`src/rtl/conv_row_scheduler.sv`:
```
// ---------------------------------------------------------------------------
// conv_row_scheduler
//
// Row-level sequencer in front of a combinational 3-row convolution
// datapath. Image rows arrive one per valid/ready handshake into a 3-row
// line buffer that drives the datapath window directly. Zero rows give the
// top padding (buffer cleared on start) and the bottom padding (a single
// FLUSH shift per frame). For every output row the window is held stable
// for CONV_LAT cycles, the datapath result is captured, and the captured
// row is offered downstream with its row index.
//
// The kernel register feeding the datapath lives here as well and may only
// be loaded while the scheduler is idle.
//
// Ports:
//   clk, rst_n         clock (rising edge), asynchronous active-low reset
//   start              begin a frame (honoured only while idle)
//   busy, done         busy outside IDLE; done pulses once per frame
//   kernel_load/_in    capture a 3x3 kernel, element [i][j] at (i*3+j)*KER_W
//   kernel_out         registered kernel to the datapath
//   row_valid/_ready   input row handshake, row_data pixel c at c*PIX_W
//   win_data           3-row window, row k (0 = top) at k*row width
//   win_valid          window stable and being evaluated
//   conv_result        datapath result row
//   out_valid/_ready   result row handshake
//   out_data, out_row  captured result row and its row index
// ---------------------------------------------------------------------------
module conv_row_scheduler #(
    parameter int HEIGHT_OF_KERNEL = 3,
    parameter int WIDTH_OF_IMAGE   = 4,
    parameter int HEIGHT_OF_IMAGE  = 3,
    parameter int PIX_W            = 8,
    parameter int KER_W            = 16,
    parameter int RES_W            = 32,
    parameter int CONV_LAT         = 1
) (
    input  logic                                  clk,
    input  logic                                  rst_n,
    input  logic                                  start,
    output logic                                  busy,
    output logic                                  done,
    input  logic                                  kernel_load,
    input  logic [9*KER_W-1:0]                    kernel_in,
    output logic [9*KER_W-1:0]                    kernel_out,
    input  logic                                  row_valid,
    output logic                                  row_ready,
    input  logic [WIDTH_OF_IMAGE*PIX_W-1:0]       row_data,
    output logic [3*WIDTH_OF_IMAGE*PIX_W-1:0]     win_data,
    output logic                                  win_valid,
    input  logic [WIDTH_OF_IMAGE*RES_W-1:0]       conv_result,
    output logic                                  out_valid,
    input  logic                                  out_ready,
    output logic [WIDTH_OF_IMAGE*RES_W-1:0]       out_data,
    output logic [$clog2(HEIGHT_OF_IMAGE+1)-1:0]  out_row
);

    localparam int ROW_W  = WIDTH_OF_IMAGE * PIX_W;
    localparam int ROWS_W = $clog2(HEIGHT_OF_IMAGE + 1);
    localparam int CNT_W  = (CONV_LAT > 1) ? $clog2(CONV_LAT) : 1;

    localparam logic [ROWS_W-1:0] LAST_ROW = ROWS_W'(HEIGHT_OF_IMAGE - 1);
    localparam logic [ROWS_W-1:0] ALL_ROWS = ROWS_W'(HEIGHT_OF_IMAGE);
    localparam logic [CNT_W-1:0]  CNT_LAST = CNT_W'(CONV_LAT - 1);

    // Elaboration-time parameter checks.
    if (HEIGHT_OF_KERNEL != 3) begin : g_bad_kernel_height
        $error("conv_row_scheduler: only HEIGHT_OF_KERNEL == 3 is supported");
    end
    if (HEIGHT_OF_IMAGE < 1) begin : g_bad_image_height
        $error("conv_row_scheduler: HEIGHT_OF_IMAGE must be at least 1");
    end
    if (CONV_LAT < 1) begin : g_bad_conv_lat
        $error("conv_row_scheduler: CONV_LAT must be at least 1");
    end

    typedef enum logic [2:0] {
        S_IDLE,
        S_FILL,
        S_FLUSH,
        S_CONV,
        S_EMIT,
        S_DONE
    } state_t;

    state_t                                 r_state;
    // Element [0] is the top row and sits in the low bits, so the packed
    // array maps straight onto the window bus.
    logic [2:0][ROW_W-1:0]                  r_buf;
    logic [9*KER_W-1:0]                     r_kernel;
    logic [WIDTH_OF_IMAGE*RES_W-1:0]        r_out_data;
    logic [ROWS_W-1:0]                      r_out_row;
    logic [ROWS_W-1:0]                      r_rows_in;
    logic [CNT_W-1:0]                       r_cnt;
    logic                                   r_busy;
    logic                                   r_done;
    logic                                   r_row_ready;
    logic                                   r_win_valid;
    logic                                   r_out_valid;

    logic                                   w_first_row;
    logic                                   w_row_hs;

    assign w_first_row = (r_rows_in == '0);
    assign w_row_hs    = row_valid && r_row_ready;

    always_ff @(posedge clk or negedge rst_n) begin
        if (!rst_n) begin
            r_state     <= S_IDLE;
            r_buf       <= '0;
            r_kernel    <= '0;
            r_out_data  <= '0;
            r_out_row   <= '0;
            r_rows_in   <= '0;
            r_cnt       <= '0;
            r_busy      <= 1'b0;
            r_done      <= 1'b0;
            r_row_ready <= 1'b0;
            r_win_valid <= 1'b0;
            r_out_valid <= 1'b0;
        end else begin
            // done is a single-cycle pulse; only the EMIT->DONE edge raises it.
            r_done <= 1'b0;

            case (r_state)
                S_IDLE: begin
                    if (kernel_load) begin
                        r_kernel <= kernel_in;
                    end
                    if (start) begin
                        // Cleared buffer supplies the top padding row.
                        r_buf       <= '0;
                        r_rows_in   <= '0;
                        r_out_row   <= '0;
                        r_busy      <= 1'b1;
                        r_row_ready <= 1'b1;
                        r_state     <= S_FILL;
                    end
                end

                S_FILL: begin
                    if (w_row_hs) begin
                        r_buf     <= {row_data, r_buf[2], r_buf[1]};
                        r_rows_in <= r_rows_in + 1'b1;
                        // The first row of a multi-row frame only primes the
                        // buffer; a one-row frame needs its bottom pad first.
                        if (w_first_row && HEIGHT_OF_IMAGE == 1) begin
                            r_row_ready <= 1'b0;
                            r_state     <= S_FLUSH;
                        end else if (!w_first_row) begin
                            r_row_ready <= 1'b0;
                            r_win_valid <= 1'b1;
                            r_cnt       <= '0;
                            r_state     <= S_CONV;
                        end
                    end
                end

                S_FLUSH: begin
                    // Bottom padding: shift in a zero row, once per frame.
                    r_buf       <= {{ROW_W{1'b0}}, r_buf[2], r_buf[1]};
                    r_win_valid <= 1'b1;
                    r_cnt       <= '0;
                    r_state     <= S_CONV;
                end

                S_CONV: begin
                    // Buffer frozen; sample the datapath once it has had
                    // CONV_LAT full cycles with a stable window.
                    if (r_cnt == CNT_LAST) begin
                        r_out_data  <= conv_result;
                        r_win_valid <= 1'b0;
                        r_out_valid <= 1'b1;
                        r_state     <= S_EMIT;
                    end else begin
                        r_cnt <= r_cnt + 1'b1;
                    end
                end

                S_EMIT: begin
                    if (out_ready) begin
                        r_out_valid <= 1'b0;
                        r_out_row   <= r_out_row + 1'b1;
                        if (r_out_row == LAST_ROW) begin
                            r_done  <= 1'b1;
                            r_state <= S_DONE;
                        end else if (r_rows_in == ALL_ROWS) begin
                            // All rows are in; the next window needs the pad.
                            r_state <= S_FLUSH;
                        end else begin
                            r_row_ready <= 1'b1;
                            r_state     <= S_FILL;
                        end
                    end
                end

                S_DONE: begin
                    r_busy  <= 1'b0;
                    r_state <= S_IDLE;
                end

                default: begin
                    r_busy      <= 1'b0;
                    r_row_ready <= 1'b0;
                    r_win_valid <= 1'b0;
                    r_out_valid <= 1'b0;
                    r_state     <= S_IDLE;
                end
            endcase
        end
    end

    assign busy       = r_busy;
    assign done       = r_done;
    assign kernel_out = r_kernel;
    assign row_ready  = r_row_ready;
    assign win_data   = r_buf;
    assign win_valid  = r_win_valid;
    assign out_valid  = r_out_valid;
    assign out_data   = r_out_data;
    assign out_row    = r_out_row;

endmodule

```
`config.mk`:
```
export PLATFORM = sky130hd
export DESIGN_NAME = conv_row_scheduler
export DESIGN_NICKNAME = d
export VERILOG_FILES = /design/src/rtl/conv_row_scheduler.sv
export SDC_FILE = /design/constraint.sdc
export NUM_CORES = 1
export LEC_CHECK = 0
export ABC_AREA = 1
export BUFFER_PORTS_ARGS = -buffer_cell sky130_fd_sc_hd__buf_4
export CAP_MARGIN = 40
export CORE_AREA = 2 2 270 272
export DETAILED_ROUTE_END_ITERATION = 16
export DIE_AREA = 0 0 272 274
export PLACE_DENSITY = 0.39
export SLEW_MARGIN = 10
export SYNTH_ARGS = -nofsm -noshare
export SYNTH_HDL_FRONTEND = slang
export SYNTH_SLANG_ARGS = --single-unit
```
`constraint.sdc`:
```
create_clock -name clk -period 1.88 [get_ports clk]
set_input_delay 0 -clock clk [delete_from_list [all_inputs] [get_ports clk]]
set_output_delay 0 -clock clk [all_outputs]
set_load 0.005 [all_outputs]
```
==> results of run 1 <==
layout make-up:
class | instances | share of cell area (%)
Tap cell | 959 | 4.62
Inverter | 14 | 0.202
Antenna cell | 2 | 0.0193
Clock buffer | 73 | 5.33
Timing Repair Buffer | 1058 | 34.6
Clock inverter | 14 | 0.588
Sequential cell | 380 | 36.6
Multi-Input combinational cell | 637 | 18.0
per-layer routing:
layer | wire (um) | track usage [%] | vias to the layer above
met5 | 13 | 0 | -
met4 | 1500 | 4.77 | 2
met3 | 3520 | 3.78 | 83
met2 | 30200 | 26.9 | 398
met1 | 21700 | 16.9 | 6143
li1 | - | - | 5795
worst max-delay path: stages (launching register included):
cell	delay (ns)
sky130_fd_sc_hd__dfrtp_1	0.46
sky130_fd_sc_hd__inv_2	0.09
sky130_fd_sc_hd__nor2_1	0.05
sky130_fd_sc_hd__nand3_1	0.11
sky130_fd_sc_hd__nand2_2	0.08
sky130_fd_sc_hd__nor2_4	0.28
sky130_fd_sc_hd__inv_2	0.10
sky130_fd_sc_hd__buf_12	0.21
sky130_fd_sc_hd__nand2_1	0.11
sky130_fd_sc_hd__nand2_1	0.05
cell usage in the layout (no fill, tap or decap):
| cell type | n |
|---|---|
| sky130_fd_sc_hd__clkbuf_1 | 16 |
| sky130_fd_sc_hd__bufinv_16 | 2 |
| sky130_fd_sc_hd__inv_2 | 4 |
| sky130_fd_sc_hd__nand2_1 | 222 |
| sky130_fd_sc_hd__a21oi_1 | 4 |
| sky130_fd_sc_hd__mux2_1 | 60 |
| sky130_fd_sc_hd__buf_8 | 2 |
| sky130_fd_sc_hd__inv_6 | 1 |
| sky130_fd_sc_hd__mux2_2 | 212 |
| sky130_fd_sc_hd__nand4_1 | 1 |
| sky130_fd_sc_hd__clkbuf_8 | 9 |
| sky130_fd_sc_hd__ha_1 | 4 |
| sky130_fd_sc_hd__dlygate4sd3_1 | 308 |
| sky130_fd_sc_hd__o31ai_1 | 2 |
| sky130_fd_sc_hd__nand3_1 | 102 |
| sky130_fd_sc_hd__clkinv_8 | 1 |
| sky130_fd_sc_hd__inv_16 | 1 |
| sky130_fd_sc_hd__nand2_2 | 3 |
| sky130_fd_sc_hd__nor2_2 | 1 |
| sky130_fd_sc_hd__buf_12 | 21 |
| sky130_fd_sc_hd__o21ai_0 | 9 |
| sky130_fd_sc_hd__dfrtp_1 | 380 |
| sky130_fd_sc_hd__clkbuf_16 | 48 |
| sky130_fd_sc_hd__nor3_1 | 1 |
| sky130_fd_sc_hd__nand3_4 | 2 |
| sky130_fd_sc_hd__inv_1 | 9 |
| sky130_fd_sc_hd__buf_4 | 727 |
| sky130_fd_sc_hd__diode_2 | 2 |
| sky130_fd_sc_hd__nor2_1 | 11 |
| sky130_fd_sc_hd__clkinv_2 | 8 |
| sky130_fd_sc_hd__clkinvlp_4 | 1 |
| sky130_fd_sc_hd__clkinv_1 | 1 |
| sky130_fd_sc_hd__nor2_4 | 3 |
power breakdown:
group / switching (mW) / internal (mW) / leakage (nW)
clock network: 3.65 / 5.36 / 0.756
registers: 2.41 / 12.1 / 4.67
logic: 7.15 / 9.41 / 7.25
what timing repair did:
item                                   4_1_cts  5_1_grt
endpoints found under the hold margin      693        0
hold buffers                               308        0
buffers inserted                             0        4
pin swaps                                    0        1
setup endpoints to repair                   50       69
resized for setup                            1        2
worst max path at each step:
stage | startpoint | to | slack [ns]
floorplan | r_state[2]$_DFFE_PN0P_ | kernel_out[100]$_DFFE_PN0P_ | 0.32
global placement | r_state[0]$_DFFE_PN0P_ | win_data[17]$_DFFE_PN0P_ | -0.07
detailed placement | r_state[0]$_DFFE_PN0P_ | win_data[6]$_DFFE_PN0P_ | -0.09
CTS | r_state[0]$_DFFE_PN0P_ | win_data[6]$_DFFE_PN0P_ | 0.05
global route | r_state[0]$_DFFE_PN0P_ | win_data[51]$_DFFE_PN0P_ | 0.002
finish | r_state[0]$_DFFE_PN0P_ | win_data[20]$_DFFE_PN0P_ | 0.18
registers in the layout, summed over array words and instances (netlist names):
| register | flops |
|---|---|
| done | 1 |
| busy | 1 |
| row_ready | 1 |
| win_valid | 1 |
| kernel_out | 144 |
| out_data | 128 |
| win_data | 96 |
| r_state | 3 |
| out_row | 2 |
| out_valid | 1 |
| r_rows_in | 2 |
cells in the mapped netlist:
| cell | count |
|---|---|
| sky130_fd_sc_hd__buf_4 | 16 |
| sky130_fd_sc_hd__o31ai_1 | 2 |
| sky130_fd_sc_hd__nand3_1 | 103 |
| sky130_fd_sc_hd__nor2_2 | 1 |
| sky130_fd_sc_hd__clkbuf_1 | 6 |
| sky130_fd_sc_hd__inv_1 | 9 |
| sky130_fd_sc_hd__inv_2 | 4 |
| sky130_fd_sc_hd__nand2_2 | 2 |
| sky130_fd_sc_hd__nand4_1 | 1 |
| sky130_fd_sc_hd__dfrtp_1 | 380 |
| sky130_fd_sc_hd__nor2_1 | 11 |
| sky130_fd_sc_hd__nor2_4 | 3 |
| sky130_fd_sc_hd__clkinv_1 | 1 |
| sky130_fd_sc_hd__a21oi_1 | 4 |
| sky130_fd_sc_hd__mux2_1 | 60 |
| sky130_fd_sc_hd__ha_1 | 4 |
| sky130_fd_sc_hd__nand2_1 | 223 |
| sky130_fd_sc_hd__buf_1 | 2 |
| sky130_fd_sc_hd__nor3_1 | 1 |
| sky130_fd_sc_hd__buf_2 | 31 |
| sky130_fd_sc_hd__o21ai_0 | 9 |
| sky130_fd_sc_hd__nand3_2 | 1 |
| sky130_fd_sc_hd__buf_6 | 5 |
| sky130_fd_sc_hd__mux2_2 | 212 |
stage by stage:
stage	cell area [um2]	hold slack [ns]	TNS, ns	utilization, %
after detailed placement	21300	0.0581	-3.16	29.6
after global placement	21300	0.0634	-2.25	29.6
final	26000	0.0256	0	36.1
after floorplan	14600	-0.296	0	-
after CTS	25900	0.00345	0	36.0
after global routing	26000	0.0279	0	36.1
cells by family after synthesis:
kind of cell             Yosys count
AO/OA/AOI/OAI                     15
multiplexers                     272
buffers and inverters             74
AND/OR/NAND/NOR                  346
adder cells (fa/ha/maj)            4
flip-flops                       380
==> flow_summary.yaml, run 1 <==
outcome:
  run_status: "finished clean"
floorplanning:
  die_area_um2: 74500
  die_y_um: 274
  floorplan.initialDensity_pct: 20.3
  die_x_um: 272
  design.portCount: 685
  fp.coreArea_um2: 72000
  placement_rows: 99
placed_design:
  numPortBuffers: 684
  gp_routability_congestion: 0.786
  detailed_place_hpwl_mm: 43.4
  pre_cts_ws_ns: -0.0909
  dp.cells: 2736
synthesis:
  synth-compound-area-share_pct: 0.549
  post_synth_fa_ha_maj_area_fraction_pct: 0.343
  muxShareOfSynthArea_pct: 21.0
  synth-simple-area-share_pct: 10.1
  post_synth_num_cell_types: 24
  netlist_area_um2: 14600
  post-synth-top-area-cell: "sky130_fd_sc_hd__dfrtp_1"
  synth_xor_area_share_pct: 0
  main_combinational_cell_family_by_area_after_synthesis: "multiplexers"
  synthDominantCellAreaShare_pct: 65.2
  netlist_top_cells_area: "sky130_fd_sc_hd__dfrtp_1 (65%), sky130_fd_sc_hd__mux2_2 (16%), sky130_fd_sc_hd__nand2_1 (5.7%)"
  synth_nets: 1405
  synthCells: 1091
  synth-warning-count: 0
  postSynthAreaPerCell_um2: 13.4
  ys_seq_elements: 380
  yosysSeqAreaShare_pct: 65.2
power_and_ir_drop:
  power.density_nw_per_um2: 1540
  leakage_nw: 12.7
  irDropWorstVdd_v: 0.000767
  power.total_mw: 40.1
finish:
  syn_to_final_growth_pct: 78.1
  multi_input_comb_area_um2: 4680
  drive_gt1_share_pct: 48.1
  sequential_cell_area_um2: 9510
  finish.net_count: 2453
  final_cell_count_no_fill: 3137
  num-fill-cells: 7208
sta:
  post-route-period-util_pct: 90.5
  rsz0062_at_grt: "false"
  final_hold_viol_count: 0
  timing.slew.headroom_pct: 53.2
  min_period_ns: 1.70
  clock_skew_ns: 0.0117
  report.final.setup_viol: 0
  tightestPinTransition_ns: 0.703
  final-max-slew-violation-count: 0
  setup_slack_ns: 0.179
  timing.fmax_mhz: 588
routing:
  drt.antenna.violating_nets: 0
  routed-via-count: 12400
  drtPass1Iterations: 4
  drt-vias-per-instance: 3.96
  drc_errors: 0
  drt_iter0_drc: 444
  route.final.wire_length_mm: 56.9
  drt-wirelength-per-cell_um: 18.1
clocking:
  clock_insertion_delay_worst_skew_ns: 0.58
  h-tree-depth: 2
  clk_pin_slew_ns: 0.06
  clock_path_buffers: 3
  numCtsBuffers: 48
  cts.sink_count: 380
  cts_tree: "yes"
  cts.root.buffer_cell: "sky130_fd_sc_hd__clkbuf_16"
grt:
  gr-total-overflow: 0
  grt_antenna_before_repair: 2
  maximum_number_of_pins_on_one_net_before_global_route_repair: 69
  first_global_vias: 13600
  global_route_wire_length_before_repair_mm: 84.5
  grt.total_usage_pct: 14.8
critical_path:
  setup_slack_reg_to_reg_ns: 0.18
  critical_setup_path_class: "reg2reg"
  worstSetupEndpointType: "register"
  critical_path.max_fanout: 68
  worst_setup_path_start_kind: "register"
  timing.rr.end: "win_data[20]$_DFFE_PN0P_"
  rr_worst_depth: 9
  worst_ep_arrival_time_ns: 2.16
  critPathRequiredTime_ns: 2.34
  rr_startpoint: "r_state[0]$_DFFE_PN0P_"
worst_hold_path:
  worst_hold_path_type: "in2async"
job:
  max-cap-violations: 0
No activity file was read; power rests on OpenSTA's default activity.
==> run 2, diff against run 1 <==
Settings changed: ABC_AREA 1 to unset, PLACE_DENSITY 0.39 to 0.38.
==> flow_summary.yaml, run 2 <==
synthesis:
  synthDominantCellAreaShare_pct: 65.3
  synth_nets: 1175
  postSynthAreaPerCell_um2: 16.9
  postSynth.asyncResetShare_pct: 100
  yosys_most_used_dff: "sky130_fd_sc_hd__dfrtp_1"
  post_synth_num_cell_types: 36
  synthCells: 861
  netlist_area_um2: 14600
  synth_edf_count: 0
  netlist_top_cells_area: "sky130_fd_sc_hd__dfrtp_1 (65%), sky130_fd_sc_hd__mux2_4 (9.3%), sky130_fd_sc_hd__mux2_2 (8.0%)"
  synthTopCellsByCount: "sky130_fd_sc_hd__dfrtp_1 (380), sky130_fd_sc_hd__mux2_2 (104), sky130_fd_sc_hd__a22o_1 (98)"
  post-synth-top-area-cell: "sky130_fd_sc_hd__dfrtp_1"
  synth-warning-count: 0
  yosysSeqAreaShare_pct: 65.3
  ys_seq_elements: 380
  post-synth-top-count-cell: "sky130_fd_sc_hd__dfrtp_1"
placed_design:
  detailed_place_hpwl_mm: 39.7
  numPortBuffers: 684
  gp_routability_congestion: 0.773
  dp.cells: 2497
grt:
  grt.total_usage_pct: 14.0
  maximum_number_of_pins_on_one_net_before_global_route_repair: 73
  global_route_wire_length_before_repair_mm: 79.5
  gr-total-overflow: 0
  grt_antenna_before_repair: 3
  first_global_vias: 12500
finish:
  final_core_util_pct: 35.9
  drive_gt1_share_pct: 52.0
  finish.net_count: 2210
  mostFrequentLayoutCells: "sky130_fd_sc_hd__buf_4 (708), sky130_fd_sc_hd__dfrtp_1 (380), sky130_fd_sc_hd__dlygate4sd3_1 (308)"
  final_cell_count_no_fill: 2890
  most_common_cell_after_layout_fill_and_taps_aside: "sky130_fd_sc_hd__buf_4"
  largest_register_ffs: 144
  syn_to_final_growth_pct: 77.3
worst_hold_path:
  worst_hold_path_type: "in2reg"
  start_point_of_the_worst_min_delay_path: "kernel_load"
routing:
  drt-wirelength-per-cell_um: 18.7
  drt_iter0_drc: 328
  drc_errors: 0
  drtPass1Iterations: 5
  route.final.wire_length_mm: 54.0
  routed-via-count: 11400
  drt-vias-per-instance: 3.94
  drt.antenna.violating_nets: 0
clocking:
  clock_insertion_delay_worst_skew_ns: 0.58
  clk_pin_slew_ns: 0.06
  clock_path_buffers: 3
  postCtsResizedCells: 0
  cts_tree: "yes"
  cts.root.buffer_cell: "sky130_fd_sc_hd__clkbuf_16"
  cts.sink_count: 380
  numCtsBuffers: 47
  h-tree-depth: 2
floorplanning:
  floorplan.initialDensity_pct: 20.2
  design.portCount: 685
  fp.coreArea_um2: 72000
  die_y_um: 274
  die_x_um: 272
  die_area_um2: 74500
  placement_rows: 99
sta:
  timing.fmax_mhz: 573
  min_period_ns: 1.75
  timing.slew.headroom_pct: 67.4
  clock_skew_ns: 0.0263
  post-route-period-util_pct: 92.9
  report.final.setup_viol: 0
  rsz0062_at_grt: "false"
  final-max-slew-violation-count: 0
  tns_ns: 0
  tightestPinTransition_ns: 0.488
  final_hold_viol_count: 0
critical_path:
  critical_path.max_fanout: 35
  critical_path.cell_chain: "nor4b_4 -> buf_12 -> buf_12 -> mux2_2"
  cpLargestDelayFamily: "flip-flops"
  startpoint: "r_state[2]$_DFFE_PN0P_"
  critical_setup_path_class: "reg2reg"
  rr_startpoint: "r_state[2]$_DFFE_PN0P_"
  critical-path-max-stage-delay_ns: 0.44
  critical_path.most_common_cell: "sky130_fd_sc_hd__buf_12"
  timing.critical_path.buf_inv: 2
  worstSetupEndpointType: "register"
  worst_path_max_delay_cell: "sky130_fd_sc_hd__dfrtp_1"
  critPathRequiredTime_ns: 2.33
  worst_setup_path_start_kind: "register"
  worst_ep_arrival_time_ns: 2.20
job:
  max-cap-violations: 0
outcome:
  run_status: "finished clean"
power_and_ir_drop:
  irDropWorstVdd_v: 0.000797
  leakage_nw: 12.5
  power.density_nw_per_um2: 1550
run 2: cell types whose count changed after synthesis, sizes merged, moves of 3 or more:
cell / change
a22o: +98
clkbuf: -3
inv: -9
nor2: -10
nand2: -216
nand3: -104
o21ai: -4
run 2: tightest hold or removal path, cell delays in order:
cell and delay [ns]:
sky130_fd_sc_hd__buf_4 0.12, sky130_fd_sc_hd__nor4b_4 0.13, sky130_fd_sc_hd__buf_12 0.15, sky130_fd_sc_hd__mux2_2 0.22
run 2: cell type report:
cell class | instances | area [um2]
sequential | 380 | 9510
inverter | 4 | 15.0
multi-input combinational | 421 | 4640
antenna | 2 | 5.00
tap | 959 | 1200
fill | 7094 | 46100
clock buffer | 75 | 1450
timing repair buffer | 1042 | 8910
clock inverter | 7 | 81.3
run 2: layer usage:
layer | GRT usage [%] | share of wire (%)
met5 | 0 | 0.022
met4 | 4.45 | 2.8
met3 | 3.81 | 6.4
met2 | 25.1 | 52
met1 | 16.2 | 39
run 2: cells by family (layout without fill, tap and decap cells):
logic type | Yosys count | in the layout | synth area share [%]
AOI/OAI and AO/OA | 119 | 119 | 6.87
adders and majority gates | 4 | 4 | 0.344
buffers and inverters | 60 | 1128 | 3.05
DFF | 380 | 380 | 65.3
muxes | 275 | 275 | 23.6
other | 0 | 2 | 0
and+or+nand+nor | 23 | 23 | 0.859
run 2: timing repair:
item	in CTS	in global routing
hold endpoints to repair	653	0
endpoints found under the setup margin	0	3
buffers inserted	0	0
hold buffers	309	0
run 2: per-stage QoR:
step	setup slack, ns	cell area (um2)	hold WS [ns]	total power, mW
global placement	0.111	21200	-0.0416	30.9
floorplan	0.234	14600	-0.296	21.3
CTS	0.0969	25800	0.0563	40.8
finish	0.133	25800	0.0930	40.0
detailed placement	0.103	21200	-0.0323	30.9
global route	0.0217	25800	0.0868	42.5
run 2: where the power goes:
part	internal (mW)	switching, mW
sequential	12.0	2.33
combinational	10.3	6.34
clock	5.40	3.60
total	27.8	12.3
run 2: worst paths after layout:
kind / endpoint / depth (start not counted) / slack, ns
max in group asynchronous: kernel_out[124]$_DFFE_PN0P_ / 3 / 1.23
max: kernel_out[27]$_DFFE_PN0P_ / 4 / 0.13
max reg2reg: kernel_out[27]$_DFFE_PN0P_ / 4 / 0.13
min reg2reg: kernel_out[77]$_DFFE_PN0P_ / 1 / 0.48
min in group asynchronous: win_data[71]$_DFFE_PN0P_ / 3 / 0.12
min: kernel_out[41]$_DFFE_PN0P_ / 4 / 0.09
==> run 3, diff against run 2 <==
Settings changed: RECOVER_POWER set to 100.
==> flow_summary.yaml, run 3 (synthesized netlist as in run 2, its figures left out) <==
outcome:
  run_status: "finished clean"
finish:
  largest_register_ffs: 144
  final_cell_count_no_fill: 2890
  finish.net_count: 2210
  mostFrequentLayoutCells: "sky130_fd_sc_hd__dfrtp_1 (380), sky130_fd_sc_hd__buf_4 (318), sky130_fd_sc_hd__dlygate4sd3_1 (308)"
  multi_input_comb_area_um2: 4350
  most_common_cell_after_layout_fill_and_taps_aside: "sky130_fd_sc_hd__dfrtp_1"
  sequential_cell_area_um2: 9510
  num-fill-cells: 7337
  drive_gt1_share_pct: 36.8
  final_core_util_pct: 34.1
  syn_to_final_growth_pct: 68.3
critical_path:
  critical_setup_path_class: "reg2reg"
  critPathRequiredTime_ns: 2.39
  critical-path-max-stage-delay_ns: 0.49
  critical_path.cell_chain: "and2b_1 -> and4_1 -> buf_4 -> a22o_1"
  critical_path.max_fanout: 32
  worstSetupEndpointType: "register"
  cpLargestDelayFamily: "simple AND/OR/NAND/NOR gates"
  worst_path_max_delay_cell: "sky130_fd_sc_hd__dfrtp_1"
  worst_setup_path_start_kind: "register"
  timing.critical_path.buf_inv: 1
  worst_ep_arrival_time_ns: 2.26
clocking:
  numCtsBuffers: 47
  cts_tree: "yes"
  cts.sink_count: 380
  h-tree-depth: 2
  setup_repair_bufs_after_cts: 0
  cts.root.buffer_cell: "sky130_fd_sc_hd__clkbuf_16"
  clock_insertion_delay_worst_skew_ns: 0.58
  clk_pin_slew_ns: 0.05
  clock_path_buffers: 3
grt:
  grt_antenna_before_repair: 3
  first_global_vias: 12500
  gr-total-overflow: 0
  grt.total_usage_pct: 14.0
  global_route_wire_length_before_repair_mm: 79.5
  maximum_number_of_pins_on_one_net_before_global_route_repair: 73
power_and_ir_drop:
  share_seq_of_total_power_pct: 38.6
  clockPowerShare_pct: 24.4
  cellInternalPower_mw: 24.9
  power.density_nw_per_um2: 1500
  p_sw_mw: 12.0
  p_comb_share_pct: 37.0
  irDropWorstVdd_v: 0.000775
  p_sw_share_pct: 32.5
  leakage_nw: 11.1
sta:
  min_period_ns: 1.75
  clock_skew_ns: 0.0259
  final_hold_viol_count: 0
  final-max-slew-violation-count: 0
  rsz0062_at_grt: "false"
  post-route-period-util_pct: 93.1
  timing.fmax_mhz: 571
  tightestPinTransition_ns: 1.36
  timing.slew.headroom_pct: 9.48
  report.final.setup_viol: 0
  tns_ns: 0
routing:
  routed-via-count: 11300
  drt_iter0_drc: 298
  drt.antenna.violating_nets: 0
  drtPass1Iterations: 4
  drt-wirelength-per-cell_um: 18.5
  route.final.wire_length_mm: 53.6
  drc_errors: 0
  drt-vias-per-instance: 3.92
floorplanning:
  fp.coreArea_um2: 72000
  placement_rows: 99
  die_x_um: 272
  floorplan.initialDensity_pct: 20.2
  design.portCount: 685
  die_area_um2: 74500
  die_y_um: 274
placed_design:
  dp.cells: 2497
  gp_routability_congestion: 0.773
  detailed_place_hpwl_mm: 39.7
  numPortBuffers: 684
job:
  max-cap-violations: 0
worst_hold_path:
  worst_hold_path_type: "in2reg"
run 3: cell types whose count changed in the layout (fill, tap and decap cells not counted), sizes merged:
cell    change
buf       -397
clkbuf    +397
run 3: worst paths after layout:
path                                            start                    endpoint  slack, ns  depth (start not counted)
max                            r_state[0]$_DFFE_PN0P_    win_data[72]$_DFFE_PN0P_       0.13                          4
min                                       kernel_load  kernel_out[44]$_DFFE_PN0P_       0.09                          4
max reg2reg                    r_state[0]$_DFFE_PN0P_    win_data[72]$_DFFE_PN0P_       0.13                          4
min reg2reg                kernel_out[77]$_DFFE_PN0P_  kernel_out[77]$_DFFE_PN0P_       0.48                          1
max in group asynchronous                       rst_n    out_data[78]$_DFFE_PN0N_       0.38                          4
min in group asynchronous                       rst_n  kernel_out[94]$_DFFE_PN0P_       0.34                          3
run 3: final cells by class:
cell class / instances / area share [%]
repair buffers: 1042 / 32.2
clock inverters: 7 / 0.332
flip-flops and latches: 380 / 38.8
diodes: 2 / 0.0204
clock buffers: 75 / 5.93
multi-input cells: 421 / 17.8
well taps: 959 / 4.90
inverters: 4 / 0.0613
run 3: power groups by stage:
stage                     Combinational, mW  Clock, mW  Sequential [mW]
after floorplan                        6.92          0             14.4
after global placement                 16.4          0             14.4
after detailed placement               16.4          0             14.5
after CTS                              17.0       9.38             14.4
after global routing                   14.8       9.72             14.8
final                                  13.6       8.98             14.2
run 3: stage by stage:
| stage | total power, mW | hold WS [ns] | cell area (um2) | setup slack (ns) |
|---|---|---|---|---|
| finish | 36.9 | 0.0901 | 24500 | 0.129 |
| CTS | 40.8 | 0.0563 | 25800 | 0.0969 |
| global placement | 30.9 | -0.0416 | 21200 | 0.111 |
| detailed placement | 30.9 | -0.0323 | 21200 | 0.103 |
| global route | 39.3 | 0.0814 | 24500 | 0.0124 |
| floorplan | 21.3 | -0.296 | 14600 | 0.234 |
run 3: layer usage:
metal | vias up | track usage, % | wire, um
met5 | - | 0 | 12
met4 | 2 | 4.45 | 1560
met3 | 86 | 3.81 | 3490
met2 | 376 | 25.1 | 27900
met1 | 5672 | 16.2 | 20600
li1 | 5197 | - | -
run 3: worst register-to-register path, stage by stage (launching register included):
cell	delay, ns
sky130_fd_sc_hd__dfrtp_1	0.49
sky130_fd_sc_hd__and2b_1	0.28
sky130_fd_sc_hd__and4_1	0.29
sky130_fd_sc_hd__buf_4	0.42
sky130_fd_sc_hd__a22o_1	0.23
run 3: repair_timing:
action	in CTS	in global routing
endpoints found under the hold margin	653	0
setup endpoints to repair	0	3
hold buffers	309	0
gates resized for setup	0	0
